==> src/rtl/wfi_sleep_seq_if.sv <==
// wfi_sleep_seq_if: CPU/pad-freeze/clock-gate signal bundle for the WFI sleep sequencer.
interface wfi_sleep_seq_if;
  logic       wfi_req;
  logic       irq_pending;
  logic       led_wr;
  logic       wfi;
  logic       core_clk_en;
  logic       wfi_ack;
  logic       timeout_wake;
  logic [2:0] state;
  modport master (
    output wfi_req, irq_pending, led_wr,
    input  wfi, core_clk_en, wfi_ack, timeout_wake, state
  );
  modport slave (
    input  wfi_req, irq_pending, led_wr,
    output wfi, core_clk_en, wfi_ack, timeout_wake, state
  );
endinterface

==> src/rtl/wfi_sleep_seq.sv <==
// wfi_sleep_seq: drains LED writes, gates LED pads then the core clock on WFI, reverses on irq.
// Optional sleep watchdog (TIMEOUT_CYCLES) enabled by defining WFI_SEQ_TIMEOUT_EN.
module wfi_sleep_seq #(
  parameter int unsigned DRAIN_CYCLES = 4,
  parameter int unsigned WAKE_CYCLES = 8
`ifdef WFI_SEQ_TIMEOUT_EN
  , parameter int unsigned TIMEOUT_CYCLES = 16'hFFFF
`endif
) (
  input logic            clk,
  input logic            rst_n,
  wfi_sleep_seq_if.slave bus
);
  typedef enum logic [2:0] {
    RUN   = 3'd0,
    DRAIN = 3'd1,
    GATE  = 3'd2,
    SLEEP = 3'd3,
    WAKE  = 3'd4
  } state_t;
  localparam logic [7:0] DRAIN_LOAD = 8'(DRAIN_CYCLES - 1);
  localparam logic [7:0] WAKE_LOAD  = 8'(WAKE_CYCLES - 1);
  state_t     r_state, w_state_nxt;
  logic [7:0] r_cnt, w_cnt_nxt;
  logic       r_wfi, r_clk_en, r_ack, r_tw;
  logic       w_ack_nxt, w_tw_nxt, w_timeout;
`ifdef WFI_SEQ_TIMEOUT_EN
  localparam logic [15:0] TO_LAST = 16'(TIMEOUT_CYCLES - 1);
  logic [15:0] r_slp;
  // Zero outside SLEEP, so it is already cleared on the SLEEP entry edge.
  always_ff @(posedge clk or negedge rst_n)
    if (!rst_n) r_slp <= '0;
    else        r_slp <= (r_state == SLEEP) ? r_slp + 16'd1 : '0;
  assign w_timeout = (r_state == SLEEP) && (r_slp == TO_LAST);
`else
  assign w_timeout = 1'b0;
`endif
  always_ff @(posedge clk or negedge rst_n)
    if (!rst_n) begin
      r_state  <= RUN;
      r_cnt    <= '0;
      r_wfi    <= 1'b0;
      r_clk_en <= 1'b1;
      r_ack    <= 1'b0;
      r_tw     <= 1'b0;
    end else begin
      r_state  <= w_state_nxt;
      r_cnt    <= w_cnt_nxt;
      r_wfi    <= w_state_nxt inside {GATE, SLEEP, WAKE};
      r_clk_en <= w_state_nxt != SLEEP;
      r_ack    <= w_ack_nxt;
      r_tw     <= w_tw_nxt;
    end
  always_comb begin
    w_state_nxt = RUN;
    w_cnt_nxt   = r_cnt;
    w_ack_nxt   = 1'b0;
    w_tw_nxt    = 1'b0;
    case (r_state)
      RUN:
        if (bus.wfi_req && bus.irq_pending) w_ack_nxt = 1'b1;
        else if (bus.wfi_req) begin
          w_state_nxt = DRAIN;
          w_cnt_nxt   = DRAIN_LOAD;
        end
      DRAIN:
        if (bus.irq_pending) w_ack_nxt = 1'b1;
        else if (!bus.wfi_req) w_state_nxt = RUN;
        else if (bus.led_wr) begin
          w_state_nxt = DRAIN;
          w_cnt_nxt   = DRAIN_LOAD;
        end else if (r_cnt == 8'd0) w_state_nxt = GATE;
        else begin
          w_state_nxt = DRAIN;
          w_cnt_nxt   = r_cnt - 8'd1;
        end
      GATE: begin
        w_state_nxt = bus.irq_pending ? WAKE : SLEEP;
        w_cnt_nxt   = bus.irq_pending ? WAKE_LOAD : r_cnt;
      end
      SLEEP: begin
        w_state_nxt = (bus.irq_pending || w_timeout) ? WAKE : SLEEP;
        w_cnt_nxt   = (bus.irq_pending || w_timeout) ? WAKE_LOAD : r_cnt;
        w_tw_nxt    = w_timeout && !bus.irq_pending;
      end
      WAKE:
        if (r_cnt == 8'd0) w_ack_nxt = 1'b1;
        else begin
          w_state_nxt = WAKE;
          w_cnt_nxt   = r_cnt - 8'd1;
        end
      default: w_state_nxt = RUN;
    endcase
  end
  assign bus.state        = r_state;
  assign bus.wfi          = r_wfi;
  assign bus.core_clk_en  = r_clk_en;
  assign bus.wfi_ack      = r_ack;
  assign bus.timeout_wake = r_tw;
endmodule

==> src/flat_wrapper.sv <==
// flat-port wrapper written by rule: the top's interface ports become plain ports
module wfi_sleep_seq_flat 
#(
  parameter int unsigned DRAIN_CYCLES = 4,
  parameter int unsigned WAKE_CYCLES = 8

)
  (clk, rst_n, bus_wfi_req, bus_irq_pending, bus_led_wr, bus_wfi, bus_core_clk_en, bus_wfi_ack, bus_timeout_wake, bus_state);
  wfi_sleep_seq_if bus_i ();
  input logic clk;
  input logic rst_n;
  input wire logic [$bits(bus_i.wfi_req)-1:0] bus_wfi_req;
  input wire logic [$bits(bus_i.irq_pending)-1:0] bus_irq_pending;
  input wire logic [$bits(bus_i.led_wr)-1:0] bus_led_wr;
  output wire logic [$bits(bus_i.wfi)-1:0] bus_wfi;
  output wire logic [$bits(bus_i.core_clk_en)-1:0] bus_core_clk_en;
  output wire logic [$bits(bus_i.wfi_ack)-1:0] bus_wfi_ack;
  output wire logic [$bits(bus_i.timeout_wake)-1:0] bus_timeout_wake;
  output wire logic [$bits(bus_i.state)-1:0] bus_state;
  assign bus_i.wfi_req = bus_wfi_req;
  assign bus_i.irq_pending = bus_irq_pending;
  assign bus_i.led_wr = bus_led_wr;
  assign bus_wfi = bus_i.wfi;
  assign bus_core_clk_en = bus_i.core_clk_en;
  assign bus_wfi_ack = bus_i.wfi_ack;
  assign bus_timeout_wake = bus_i.timeout_wake;
  assign bus_state = bus_i.state;
  wfi_sleep_seq #(.DRAIN_CYCLES(DRAIN_CYCLES), .WAKE_CYCLES(WAKE_CYCLES)) u_core (.clk(clk), .rst_n(rst_n), .bus(bus_i));
endmodule
==> config.mk <==
export PLATFORM = sky130hd
export DESIGN_NAME = wfi_sleep_seq_flat
export DESIGN_NICKNAME = d
export VERILOG_FILES = /design/src/rtl/wfi_sleep_seq_if.sv /design/src/rtl/wfi_sleep_seq.sv /design/src/flat_wrapper.sv
export SDC_FILE = /design/constraint.sdc
export NUM_CORES = 1
export LEC_CHECK = 0
export CAP_MARGIN = 20
export CORE_MARGIN = 2
export CORE_UTILIZATION = 52
export DETAILED_ROUTE_END_ITERATION = 6
export PLACE_DENSITY = 0.8
export SKIP_LAST_GASP = 1
export SLEW_MARGIN = 20
export SYNTH_ARGS = -nofsm -noshare
export SYNTH_HDL_FRONTEND = slang
export SYNTH_SLANG_ARGS = --single-unit
==> constraint.sdc <==
create_clock -name clk -period 2.3 [get_ports clk]
set_input_delay 0.69 -clock clk [delete_from_list [all_inputs] [get_ports clk]]
set_output_delay 0.69 -clock clk [all_outputs]
set_load 0.01 [all_outputs]
### Yosys cells after proc, flatten, opt, wreduce, memory -nomap -nowiden

Index checks and enable logic that the tools add are counted.

| word-level totals | value |
|---|---|
| register bits | 14 |
| word-level logic and storage cells | 47 |

| operators by class | value |
|---|---|
| equal/unequal tests | 13 |
| reductions and logical operators | 7 |
| $add $sub $neg | 1 |
| multiplexer cells | 21 |

Operators by type and width:

| cell | count |
|---|---|
| 2-to-1 mux 8 bit | 7 |
| one-hot mux 8 bit (4 select lines) | 1 |
| 2-to-1 mux 3 bit | 6 |
| equality test 3 x 2 -> 1 bit, second input constant | 4 |
| one-hot mux 3 bit (4 select lines) | 1 |
| logical NOT 8 bit | 1 |
| inequality test 2 bit, second input constant | 4 |
| subtractor 8 x 1 -> 8 bit, second input constant | 1 |
| equality test 3 bit, second input constant | 2 |
| AND reduction 6 bit | 1 |
| 2-to-1 mux 1 bit | 4 |
| nonzero test 4 bit | 1 |
| equality test 3 x 1 -> 1 bit, second input constant | 1 |
| logical NOT 3 bit | 1 |
| inequality test 3 x 2 -> 1 bit, second input constant | 1 |
| one-hot mux 1 bit (3 select lines) | 1 |
| nonzero test 3 bit | 1 |
| 2-to-1 mux 2 bit | 1 |
| inequality test 2 x 1 -> 1 bit, second input constant | 1 |
| OR reduction 2 bit | 1 |
| logical AND 1 bit | 1 |

### Logic depth before layout (Yosys ltp)

Gate-level depths: netlist of the first run.

| depth | value |
|---|---|
| depth in word-level cells | 8 |
| depth in mapped cells | 6 |
| mapped depth without buffers | 5 |

### Worst setup path after synthesis of the first run

OpenSTA, ideal clock, no wires.

| timing | value |
|---|---|
| path type | input to register |
| from | input port bus_irq_pending |
| to | register u_core.r_cnt[6] |
| required time | 2.174 ns |
| arrival time | 1.544 ns |
| buffers on the path | 0 |
| path slack | 0.630 ns |
| cell stages on the path | 4 |
| cell sequence | and3b_1 nor3_2 nor3_4 a221o_1 |

| between the ends | value |
|---|---|
| word-level cells in the longest chain between the ends | 3 |
| elaborated cells between the ends (all ways) | 5 |
| those cells by class | eq/ne (3); reduce/logical (2) |

RTL lines:

| element | line | source |
|---|---|---|
| start: declaration | flat_wrapper.sv:13 | `input wire logic [$bits(bus_i.irq_pending)-1:0] bus_irq_pending;` |
| logical AND 1 bit | wfi_sleep_seq.sv:61 | `if (bus.wfi_req && bus.irq_pending) w_ack_nxt = 1'b1;` |
| inequality test 2 bit (no source line) | -- |  |
| AND reduction 6 bit (no source line) * | -- |  |
| end signal: assignment | wfi_sleep_seq.sv:48 | `r_cnt <= w_cnt_nxt;` |
| end: declaration | wfi_sleep_seq.sv:24 | `logic [7:0] r_cnt, w_cnt_nxt;` |

Every way passes the cells marked *; elsewhere a longest branch is shown, timed or not.
A chain may end at the register's enable or synchronous reset.

### Worst setup path in the final report of the first run

| timing | value |
|---|---|
| from | register u_core.r_state[1] (netlist: u_core.bus.state[1]) |
| to | output port bus_state[1] |

RTL lines:

| element | line | source |
|---|---|---|
| start: declaration | wfi_sleep_seq.sv:23 | `state_t r_state, w_state_nxt;` |
| start signal: assignment | wfi_sleep_seq.sv:47 | `r_state <= w_state_nxt;` |
| end: declaration | flat_wrapper.sv:19 | `output wire logic [$bits(bus_i.state)-1:0] bus_state;` |

No word-level cell between the ends.

==> impl_metrics.json, run 1 <==
{
  "fill_cells": 128,
  "hold_class": "reg -> reg",
  "start_util_pct": 56.2,
  "status": "completed",
  "clkSinkCount": 14,
  "endpoint_kind": "primary output",
  "path_cells": "clkdlybuf4s50_1",
  "cts-hold-fix-buffers": 0,
  "cap_violations": 0,
  "crit_slowest_cell": "clkdlybuf4s50_1",
  "stdcell_count": 109,
  "io_pins": 12,
  "synth_top_area_cell": "dfrtp_1",
  "vdd_ir_drop_max_mv": 0.235,
  "clockBufferDepth": 2,
  "die_area_mm2": 0.00199,
  "slew_violations": 0,
  "synth_top_cell_area_share_pct": 38.0,
  "post_cts_buffers": 0,
  "tightest_slew_ns": 0.602,
  "viasPerCell": 6.32,
  "overflow": 0,
  "drc": 0,
  "setup_viol": 0,
  "total_power_uw": 455,
  "ys_seq_area_share_pct": 41.0,
  "power.leakage_nw": 0.438,
  "skew_ns": 0.00543,
  "ant_nets": 0,
  "clock.fmax_mhz": 469,
  "synth_seq_cells": 14,
  "critPathLaunch": "u_core.bus.state[1]$_DFF_PN0_",
  "hold_viol": 0,
  "synth_top_flop_cell": "dfrtp_1",
  "synth-edff-count": 0,
  "async_reset_ff_share_pct": 100,
  "io_buffers": 10,
  "layout.nets": 101,
  "core_area_mm2": 0.00152,
  "critical_path_buf_inv_count": 1,
  "timing.setup.tns_ns": 0,
  "crit_fanout": 10,
  "yosys-top-cells-area": "dfrtp_1 (38%), dfstp_2 (3.1%), a22o_1 (3.1%)",
  "grt_pass1_wl_mm": 3.06,
  "rr_startpoint": "u_core.r_cnt[2]$_DFFE_PN0P_",
  "final_util_pct": 64.0,
  "path_delay_family": "buffers and inverters",
  "synth_area_um2": 857,
  "gp_congestion": 0.818,
  "crit_arrival_ns": 1.44,
  "area_growth_pct": 13.9,
  "grt_max_degree": 15,
  "place_inst": 105,
  "rows": 14,
  "powerDensity_mw_per_mm2": 466,
  "worst_slew_margin_rel_pct": 59.8,
  "rsz0062_at_grt": "false",
  "drt-initial-drc-count": 22,
  "vias": 689,
  "fin_crit_sh_pct": 92.6,
  "ys.warnings.count": 0,
  "post-synth-top-count-cell": "dfrtp_1",
  "die_w_um": 44.6,
  "synthCells": 82,
  "clk_transition_reported_paths_ns": 0.09,
  "cts.repair.resized": 0,
  "min_period_ns": 2.13,
  "min_from": "u_core.r_cnt[5]$_DFFE_PN0P_",
  "synth_cell_type_count": 43,
  "cp-start-kind": "flop",
  "root_buffer": "clkbuf_4",
  "ys_top_cells_by_count": "dfrtp_1 (13), nor2_1 (5), inv_1 (4)",
  "clock_latency_ns": 0.28,
  "worstPathRequired_ns": 1.61,
  "synth_fp_nets": 89,
  "routedWlPerCell_um": 16.1,
  "routed_wl_mm": 1.76,
  "grt_antenna_before_repair": 0,
  "crit_type": "reg -> out",
  "antenna_cells": 0,
  "max_stage_delay_ns": 0.61,
  "hpwl_mm": 1.32,
  "cts_tree": "built",
  "first_global_vias": 660,
  "cts_buffers": 3,
  "fp.dieH_um": 44.6,
  "grtUsageTotal_pct": 21.3,
  "drive_gt1_share_pct": 15.1,
  "cts_max_level": 1,
  "avgSynthCellArea_um2": 10.5,
  "first_pass_iters": 4
}
-- metrics by stage --
step                      hold slack [ns]  instance area (um^2)  setup WS, ns
after floorplan                     0.394                   857         0.630
after global placement              0.544                   950        0.0824
after detailed placement            0.562                   950      -0.00125
after CTS                           0.581                   976         0.178
after global routing                0.628                   976         0.141
final                               0.583                   976         0.169
-- area by class of cell --
class / count / area, um^2 / share of cell area (%)
Multi-Input combinational cell: 60 / 455 / 46.7
Sequential cell: 14 / 352 / 36.0
Timing Repair Buffer: 11 / 108 / 11.0
Clock buffer: 4 / 26.3 / 2.69
Tap cell: 16 / 20.0 / 2.05
Inverter: 4 / 15.0 / 1.54
-- per-layer routing --
metal | GRT usage (%) | wire [um] | share of wire [%]
met2 | 33.0 | 813 | 46
met1 | 29.7 | 856 | 49
met4 | 7.27 | 34 | 1.9
met5 | 0 | 0 | 0
met3 | 3.67 | 54 | 3.1
-- cells by family after synthesis --
kind of cell / Yosys count / share of synthesized area [%]
multiplexers: 2 / 2.34
adder cells (fa/ha/maj): 2 / 2.92
AO/OA/AOI/OAI: 21 / 20.0
buffers and inverters: 8 / 5.84
AND/OR/NAND/NOR: 34 / 27.4
flip-flops: 14 / 41.0
other: 1 / 0.438
-- power by group --
group          internal [mW]  switching, mW  total, mW  leakage, nW
clock network         0.0674         0.0822      0.150       0.0150
logic                 0.0228         0.0265     0.0493        0.243
registers              0.251        0.00571      0.256        0.180
-- placed cells by master (no fill, tap or decap), drive strengths merged, types with 2 or more instances in the layout --
master,count
a21oi,2
a221o,2
a22o,3
and3,2
clkbuf,4
clkdlybuf4s50,10
dfrtp,13
ha,2
inv,4
mux2i,2
nand2,3
nand2b,3
nand4,2
nor2,5
nor2b,3
nor3,5
nor3b,2
nor4,2
o21a,2
o21ai,3
o31ai,2
-- sequential cells by signal, summed over array words and instances, names as in the netlist --
signal                  cells
u_core.bus.state            3
u_core.bus.wfi_ack          1
u_core.bus.wfi              1
u_core.r_cnt                8
u_core.bus.core_clk_en      1
-- path summary, 6_finish.rpt --
path / end / slack (ns) / depth (start not counted)
setup / recovery: bus_state[1] / 0.17 / 1
hold reg to reg: u_core.r_cnt[5]$_DFFE_PN0P_ / 0.58 / 1
setup reg to reg: u_core.r_cnt[6]$_DFFE_PN0P_ / 0.34 / 4
min in group asynchronous: u_core.r_cnt[4]$_DFFE_PN0P_ / 0.78 / 1
max in group asynchronous: u_core.bus.state[0]$_DFF_PN0_ / 1.13 / 1
hold / removal: u_core.r_cnt[5]$_DFFE_PN0P_ / 0.58 / 1
No activity file was read; power rests on OpenSTA's default activity.
==> run 2: changes to the inputs <==
--- a/config.mk
+++ b/config.mk
@@ -9,6 +9,7 @@
 export CORE_MARGIN = 2
 export CORE_UTILIZATION = 52
 export DETAILED_ROUTE_END_ITERATION = 6
+export GPL_ROUTABILITY_DRIVEN = 1
 export PLACE_DENSITY = 0.8
 export SKIP_LAST_GASP = 1
 export SLEW_MARGIN = 20
==> results of run 2 <==
The final DEF is identical to that of run 1; final timing and power are the same.
